<file path="config.mk">
export PLATFORM = sky130hd
export DESIGN_NAME = ctl_formation
export DESIGN_NICKNAME = d
export VERILOG_FILES = /design/src/rtl/ctl_formation.sv
export SDC_FILE = /design/constraint.sdc
export NUM_CORES = 1
export LEC_CHECK = 0
export BUFFER_PORTS_ARGS = -buffer_cell sky130_fd_sc_hd__buf_2
export CAP_MARGIN = 20
export CORE_AREA = 2 2 66 68
export CTS_CLUSTER_DIAMETER = 60
export DETAILED_ROUTE_END_ITERATION = 12
export DIE_AREA = 0 0 68 70
export GPL_ROUTABILITY_DRIVEN = 0
export PLACE_DENSITY = 0.84
export SETUP_SLACK_MARGIN = 0.02
export SYNTH_ARGS = -nofsm -noshare
export SYNTH_HDL_FRONTEND = slang
export SYNTH_SLANG_ARGS = --single-unit
</file>
<file path="constraint.sdc">
create_clock -name pclk -period 2.85 [get_ports pclk]
set_input_delay 0.4275 -clock pclk [delete_from_list [all_inputs] [get_ports pclk]]
set_output_delay 0.4275 -clock pclk [all_outputs]
set_load 0.005 [all_outputs]
</file>
<file path="src/rtl/ctl_formation.sv">
// Formation controller: sweeps a shared base position right/left, steps it down at each
// edge and stops on the landing line. Movement is paced by frame_tick and gated by enable.
module ctl_formation #(
    parameter int X_START  = 100,
    parameter int Y_START  = 64,
    parameter int X_MIN    = 32,
    parameter int X_MAX    = 224,
    parameter int Y_MAX    = 400,
    parameter int SPEED    = 4,
    parameter int Y_STEP   = 16,
    parameter int MOVE_DIV = 2
) (
    input  logic        pclk,
    input  logic        rst,
    input  logic        frame_tick,
    input  logic        enable,
    input  logic        restart,
    output logic [10:0] x_out,
    output logic [10:0] y_out,
    output logic        dir,
    output logic        landed
);

    typedef enum logic [2:0] {
        IDLE      = 3'd0,
        MOVE_R    = 3'd1,
        MOVE_L    = 3'd2,
        STEP_DOWN = 3'd3,
        LANDED    = 3'd4
    } state_t;

    localparam logic [11:0] X_MIN_W  = 12'(X_MIN);
    localparam logic [11:0] X_MAX_W  = 12'(X_MAX);
    localparam logic [11:0] Y_MAX_W  = 12'(Y_MAX);
    localparam logic [11:0] SPEED_W  = 12'(SPEED);
    localparam logic [11:0] Y_STEP_W = 12'(Y_STEP);
    localparam logic [10:0] X_START_O = 11'(X_START);
    localparam logic [10:0] Y_START_O = 11'(Y_START);
    localparam logic [10:0] X_MIN_O   = 11'(X_MIN);
    localparam logic [10:0] X_MAX_O   = 11'(X_MAX);
    localparam logic [10:0] Y_MAX_O   = 11'(Y_MAX);
    localparam logic [7:0]  CNT_LAST  = 8'(MOVE_DIV - 1);

    state_t      state_q, state_d;
    logic [10:0] x_q, x_d;
    logic [10:0] y_q, y_d;
    logic        dir_q, dir_d;
    logic        landed_q, landed_d;
    logic [7:0]  cnt_q, cnt_d;
    logic        tick_prev_q, tick_prev_d;

    logic        rise_s;
    logic        cnt_en_s;
    logic        move_tick_s;
    logic [11:0] x_inc_s;
    logic [11:0] x_dec_s;
    logic [11:0] x_lim_s;
    logic [11:0] y_inc_s;

    // Only the first cycle of a frame_tick pulse counts; pacing stops while frozen or landed.
    assign rise_s      = frame_tick & ~tick_prev_q;
    assign cnt_en_s    = enable & (state_q != LANDED);
    assign move_tick_s = cnt_en_s & rise_s & (cnt_q == CNT_LAST);
    assign x_inc_s     = {1'b0, x_q} + SPEED_W;
    assign x_dec_s     = {1'b0, x_q} - SPEED_W;
    assign x_lim_s     = X_MIN_W + SPEED_W;
    assign y_inc_s     = {1'b0, y_q} + Y_STEP_W;

    assign x_out  = x_q;
    assign y_out  = y_q;
    assign dir    = dir_q;
    assign landed = landed_q;

    // Next-state, position and pacing counter; restart overrides everything else.
    always_comb begin
        state_d     = state_q;
        x_d         = x_q;
        y_d         = y_q;
        dir_d       = dir_q;
        landed_d    = landed_q;
        cnt_d       = cnt_q;
        tick_prev_d = frame_tick;
        if (restart) begin
            state_d  = IDLE;
            x_d      = X_START_O;
            y_d      = Y_START_O;
            dir_d    = 1'b1;
            landed_d = 1'b0;
            cnt_d    = 8'd0;
        end else if (cnt_en_s) begin
            if (move_tick_s) begin
                cnt_d = 8'd0;
            end else if (rise_s) begin
                cnt_d = cnt_q + 8'd1;
            end else begin
                cnt_d = cnt_q;
            end
            case (state_q)
                IDLE: begin
                    state_d = MOVE_R;
                    dir_d   = 1'b1;
                end
                MOVE_R: begin
                    if (move_tick_s && (x_inc_s >= X_MAX_W)) begin
                        x_d     = X_MAX_O;
                        state_d = STEP_DOWN;
                    end else if (move_tick_s) begin
                        x_d = x_inc_s[10:0];
                    end else begin
                        x_d = x_q;
                    end
                end
                MOVE_L: begin
                    // Compare against X_MIN+SPEED so the subtraction never wraps.
                    if (move_tick_s && ({1'b0, x_q} <= x_lim_s)) begin
                        x_d     = X_MIN_O;
                        state_d = STEP_DOWN;
                    end else if (move_tick_s) begin
                        x_d = x_dec_s[10:0];
                    end else begin
                        x_d = x_q;
                    end
                end
                STEP_DOWN: begin
                    if (move_tick_s && (y_inc_s >= Y_MAX_W)) begin
                        y_d      = Y_MAX_O;
                        landed_d = 1'b1;
                        state_d  = LANDED;
                    end else if (move_tick_s) begin
                        y_d     = y_inc_s[10:0];
                        dir_d   = ~dir_q;
                        state_d = dir_q ? MOVE_L : MOVE_R;
                    end else begin
                        y_d = y_q;
                    end
                end
                LANDED: begin
                    state_d = LANDED;
                end
                default: begin
                    state_d = IDLE;
                end
            endcase
        end else begin
            cnt_d = cnt_q;
        end
    end

    // State and output registers with asynchronous active-low reset.
    always_ff @(posedge pclk or negedge rst) begin
        if (!rst) begin
            state_q     <= IDLE;
            x_q         <= X_START_O;
            y_q         <= Y_START_O;
            dir_q       <= 1'b1;
            landed_q    <= 1'b0;
            cnt_q       <= 8'd0;
            tick_prev_q <= 1'b0;
        end else begin
            state_q     <= state_d;
            x_q         <= x_d;
            y_q         <= y_d;
            dir_q       <= dir_d;
            landed_q    <= landed_d;
            cnt_q       <= cnt_d;
            tick_prev_q <= tick_prev_d;
        end
    end

endmodule

</file>
==> flow_metrics.tcl, run 1 <==
set metrics [dict create \
    place_hpwl_um 3740 \
    r2r-start "state_q[1]$_DFFE_PN0P_" \
    end_kind "flip-flop" \
    ys_ff_latch 30 \
    path_max_fanout 12 \
    ys.flop_type "dfrtp_1" \
    post_synth_num_cell_types 62 \
    root_buffer "clkbuf_8" \
    synth_seq_area_share_pct 33.0 \
    track_usage_pct 23.4 \
    finalSetupTns_ps 0 \
    grt_start_max_net_pins 39 \
    finalCriticalPeriod_ps 2470 \
    layout.nets 294 \
    drtAntennaViolNets 0 \
    initial_utilization_pct 55.3 \
    clk_path_buf_depth 2 \
    via_count 2106 \
    async_flop_share_pct 100 \
    io_pins 29 \
    placed_area_mm2 0.00237 \
    syn_to_final_growth_pct 8.02 \
    rsz0062_at_grt "no" \
    post_drt_wl_per_cell_um 15.2 \
    viasPerCell 6.31 \
    crit_arrival_ps 2690 \
    core_area_mm2 0.00414 \
    power_density_mw_per_mm2 419 \
    postCtsHoldBufs 0 \
    final_area_mm2 0.00248 \
    drive_gt1_share_pct 17.0 \
    worst_r2r_path_depth 6 \
    hold_viol 0 \
    grt_pass1_vias 1881 \
    cp_data_required_time_ps 3070 \
    syn_area_per_cell_um2 8.59 \
    worst_pin_slew_ps 674 \
    post-cts-setup-buffers 0 \
    relSlewSlack_pct 55.1 \
    clock_skew_ps 7.58 \
    critical_path.startpoint_type "flip-flop" \
    synth_edf_count 0 \
    final-setup-viol-count 0 \
    cts_buffers 5 \
    htreeDepth 2 \
    dieArea_mm2 0.00476 \
    clock.fmax_mhz 406 \
    num_rows 24 \
    drt_pass1_iterations 4 \
    min_path_type "input pin to async pin" \
    cts_resized 0 \
    status "finished, final reports clean" \
    port_buffers 22 \
    clkTransAtPathRegs_ps 60 \
    ir_worst_vdd_mv 0.340 \
    clock_latency_ps 280 \
    rr_endpoint "x_out[6]$_DFFE_PN1P_" \
    cellLeakagePower_uw 0.00101 \
    synth.cell_area_mm2 0.00229 \
    drc 0 \
    hold_ws_ps 176 \
    n_antenna_cell 0 \
    r2r_setup_slack_ps 380 \
    drt_iter0_markers 173 \
    syn_inst 267 \
    grt_pass1_wl_um 8580 \
    yosys_warnings 0 \
    drv_cap 0 \
    worst-setup-path-type "flip-flop to flip-flop" \
    gr-total-overflow 0 \
    antenna_found_initial 0 \
    slew_violations 0 \
    cts.sinks 30 \
    finalWirelength_um 5080 \
    min_period_over_period_pct 86.5 \
    cts_tree "built" \
    die_w_um 68 \
    fp.dieH_um 70 \
    fill_cells 375 \
]
## power by group
group	total [uW]	internal (uW)	switching, uW
clock network	395	243	151
logic	175	64.3	110
registers	469	439	30.4
## worst max-delay path: stages, from the launching register on
cell and delay [ps]:
dfrtp_1 550, nor2_2 120, a211oi_4 380, nand3_1 390, a21oi_1 490, a21boi_0 290
a221o_1 190
## kinds of logic (layout without fill, tap and decap cells)
kind of cell	count (synthesis)	after routing	share of synthesized area [%]
simple gates	103	103	24.4
compound gates	82	82	25.9
buf+inv	32	42	7.20
flops	30	30	33.0
fa+ha+maj	8	8	4.36
xor+xnor	8	8	3.06
mux	3	3	1.85
other cells	1	6	0.164
## worst max-delay path by stage
stage / from / endpoint / slack, ps / depth (start not counted)
finish: state_q[1]$_DFFE_PN0P_ / x_out[6]$_DFFE_PN1P_ / 380 / 6
global route: state_q[1]$_DFFE_PN0P_ / x_out[6]$_DFFE_PN1P_ / 260 / 6
CTS: y_out[4]$_DFFE_PN0P_ / dir$_DFFE_PN1P_ / 450 / 7
detailed placement: y_out[4]$_DFFE_PN0P_ / dir$_DFFE_PN1P_ / 460 / 7
global placement: y_out[4]$_DFFE_PN0P_ / dir$_DFFE_PN1P_ / 510 / 7
floorplan: y_out[4]$_DFFE_PN0P_ / dir$_DFFE_PN1P_ / 660 / 7
## registers in the layout (all words and copies together), names as in the netlist
register	flops
x_out	9
y_out	7
state_q	3
cnt_q	8
tick_prev_q	1
dir	1
landed	1
## cells in the mapped netlist, types with 7 or more instances
cell type / number / share of area (%)
dfrtp_1: 25 / 27
nand2_1: 18 / 2.9
a21oi_1: 16 / 3.5
nor2_1: 15 / 2.5
nor3_1: 14 / 3.1
o21ai_0: 14 / 3.1
nand3_1: 13 / 2.8
inv_1: 12 / 2.0
buf_4: 8 / 2.6
ha_1: 8 / 4.4
nand2b_1: 8 / 2.2
and3_1: 7 / 1.9
## per-stage QoR
| stage | cells | util (%) | total power [uW] | setup WS [ps] |
|---|---|---|---|---|
| final | 334 | 59.8 | 1040 | 385 |
| after global routing | 334 | 59.8 | 1100 | 262 |
| after CTS | 334 | 59.8 | 1040 | 449 |
| after detailed placement | 326 | 57.1 | 648 | 461 |
| after global placement | 326 | 57.1 | 646 | 512 |
| after floorplan | 272 | - | 616 | 658 |
## routing by layer
metal / GRT usage (%) / part of all wire [%] / routed length, um / vias to the layer above
li1: - / - / - / 1012
met1: 31.3 / 43 / 2170 / 995
met2: 36.9 / 49 / 2500 / 84
met3: 4.03 / 5.2 / 265 / 15
met4: 9.56 / 2.8 / 144 / 0
met5: 0 / 0 / 0 / -
## layout by cell type (no fill, tap or decap), types with 8 or more instances in the layout
master,count
ha_1,8
dfrtp_1,25
a21oi_1,16
nand2b_1,8
clkbuf_8,8
nor3_1,14
nor2_1,15
inv_1,12
nand2_1,18
buf_2,22
nand3_1,13
o21ai_0,14
## layout make-up
class	instances	area, um2	share of cell area, %
clock buffer	8	110	4.44
inverter	12	45.0	1.82
tap	52	65.1	2.63
sequential	30	757	30.6
multi-input combinational	210	1390	56.1
timing repair buffer	22	110	4.44
(Power assumes the default switching activity.)
==> run 2, diff against run 1 <==
--- a/config.mk
+++ b/config.mk
@@ -7,12 +7,12 @@
 export LEC_CHECK = 0
 export BUFFER_PORTS_ARGS = -buffer_cell sky130_fd_sc_hd__buf_2
 export CAP_MARGIN = 20
-export CORE_AREA = 2 2 66 68
+export CORE_AREA = 2 2 64 66
 export CTS_CLUSTER_DIAMETER = 60
 export DETAILED_ROUTE_END_ITERATION = 12
-export DIE_AREA = 0 0 68 70
+export DIE_AREA = 0 0 66 68
 export GPL_ROUTABILITY_DRIVEN = 0
-export PLACE_DENSITY = 0.84
+export PLACE_DENSITY = 0.88
 export SETUP_SLACK_MARGIN = 0.02
 export SYNTH_ARGS = -nofsm -noshare
 export SYNTH_HDL_FRONTEND = slang
==> constraint.sdc (replaced) <==
create_clock -name pclk -period 2.89 [get_ports pclk]
set_input_delay 0.4335 -clock pclk [delete_from_list [all_inputs] [get_ports pclk]]
set_output_delay 0.4335 -clock pclk [all_outputs]
set_load 0.005 [all_outputs]
==> run 2 against run 1 <==
Worst hold slack better by 14 ps. Routed wire length is 6.7% higher. Utilization is 4.0 points higher. Die area down 5.7%. Critical path type unchanged. Largest cell class unchanged. Highest routed layer unchanged.
==> flow_metrics.tcl, run 2 (synthesized netlist as in run 1, its figures left out) <==
set metrics [dict create \
    status "finished, final reports clean" \
    worst-setup-path-type "flip-flop to flip-flop" \
    top_layer "met4" \
    gr-total-overflow 0 \
    final_area_mm2 0.00246 \
    clkTransAtPathRegs_ps 60 \
    wl_met3_um 254 \
    htreeDepth 2 \
    power_density_mw_per_mm2 397 \
    cts_buffers 5 \
    clk_path_buf_depth 2 \
    slew_violations 0 \
    clock_skew_ps 7.76 \
    hold_viol 0 \
    syn_to_final_growth_pct 7.20 \
    critical_path.startpoint_type "flip-flop" \
    clock_latency_ps 290 \
    path_buf_inv 0 \
    post_drt_wl_per_cell_um 16.3 \
    clkPwrFrac_pct 34.7 \
    cp_top_family "compound AO/OA/AOI/OAI gates" \
    io_pins 29 \
    cellLeakagePower_uw 0.00100 \
    initial_utilization_pct 59.5 \
    cp_data_required_time_ps 3110 \
    dieArea_mm2 0.00449 \
    place_hpwl_um 3780 \
    core_area_mm2 0.00386 \
    cts_resized 0 \
    drv_cap 0 \
    via_count 2109 \
    grt_pass1_vias 1995 \
    ir_worst_vdd_mv 0.354 \
    r2r_setup_slack_ps 430 \
    p_comb_share_pct 17.8 \
    die_w_um 66 \
    path_max_fanout 9 \
    layout.nets 295 \
    cp.depth 7 \
    grt_pass1_wl_um 9090 \
    drt_pass1_iterations 5 \
    rsz0062_at_grt "no" \
    end_kind "flip-flop" \
    finalSetupTns_ps 0 \
    switching_share_pct 29.9 \
    grt_start_max_net_pins 39 \
    postCtsHoldBufs 0 \
    fin_cells 332 \
    relSlewSlack_pct 54.0 \
    crit_arrival_ps 2680 \
    drc 0 \
    r2r-start "y_out[4]$_DFFE_PN0P_" \
    routedLengthMet1_um 2310 \
    largest_reg_flops 9 \
    placed_area_mm2 0.00237 \
    layout_commonest_cell "dfrtp_1" \
    track_usage_pct 26.6 \
    wl_met2_um 2750 \
    n_antenna_cell 0 \
    port_buffers 22 \
    post-cts-setup-buffers 0 \
    dp_cells 325 \
    critPathSlowestCell "or4_1" \
    min_path_type "input pin to async pin" \
    p_sw_uw 292 \
    worst_pin_slew_ps 690 \
    fp.dieH_um 68 \
    final-setup-viol-count 0 \
    layout_common_cells "25 x dfrtp_1, 22 x buf_2, 18 x nand2_1" \
    finalCriticalPeriod_ps 2460 \
    min_period_over_period_pct 85.0 \
    rr_endpoint "dir$_DFFE_PN1P_" \
    drtAntennaViolNets 0 \
    intPower_uw 685 \
    viasPerCell 6.35 \
    slowest_delay_ps 530 \
    fill_cells 333 \
    drive_gt1_share_pct 16.7 \
    drt_iter0_markers 212 \
    cts_tree "built" \
    clock.fmax_mhz 407 \
    seqPwrFrac_pct 47.5 \
    antenna_found_initial 0 \
    worst_r2r_path_depth 7 \
    num_rows 23 \
    worstPathCellList "ha_1 > and3_1 > a41oi_1 > o21a_1 > a21oi_2 > or4_1 > a31o_1" \
    cts.sinks 30 \
    finalWirelength_um 5420 \
    root_buffer "clkbuf_8" \
]
## run 2: final cells by class
| cell class | count | area (um2) | area share (%) |
|---|---|---|---|
| multi-input combinational | 210 | 1390 | 56.5 |
| inverter | 12 | 45.0 | 1.83 |
| clock buffer | 7 | 86.3 | 3.51 |
| sequential | 30 | 757 | 30.8 |
| tap | 50 | 62.6 | 2.54 |
| timing repair buffer | 23 | 118 | 4.78 |
## run 2: worst max-delay path by stage
stage / start / endpoint / slack [ps]
global route: y_out[4]$_DFFE_PN0P_ / dir$_DFFE_PN1P_ / 310
global placement: y_out[4]$_DFFE_PN0P_ / dir$_DFFE_PN1P_ / 560
floorplan: y_out[4]$_DFFE_PN0P_ / dir$_DFFE_PN1P_ / 700
finish: y_out[4]$_DFFE_PN0P_ / dir$_DFFE_PN1P_ / 430
CTS: y_out[4]$_DFFE_PN0P_ / dir$_DFFE_PN1P_ / 440
detailed placement: y_out[4]$_DFFE_PN0P_ / dir$_DFFE_PN1P_ / 450
## run 2: metrics by stage
step           util, %  total power, uW  setup slack (ps)  hold slack, ps
2_1_floorplan        -              608               698             138
3_3_place_gp      61.5              633               562             495
3_5_place_dp      61.5              639               448             511
4_1_cts           63.8              979               439             210
5_1_grt           63.8             1020               314             242
6_report          63.8              977               434             190
## run 2: power by group through the flow
stage / Sequential, uW / Clock, uW / Combinational, uW
finish: 464 / 339 / 173
global route: 466 / 365 / 191
CTS: 463 / 345 / 171
detailed placement: 470 / 0 / 169
global placement: 469 / 0 / 164
floorplan: 447 / 0 / 161
## run 2: routing by layer
layer | up-vias | GRT usage (%)
met4 | 0 | 11.0
met3 | 11 | 4.93
met1 | 1018 | 30.8
met5 | - | 0
li1 | 1015 | -
met2 | 65 | 48.5
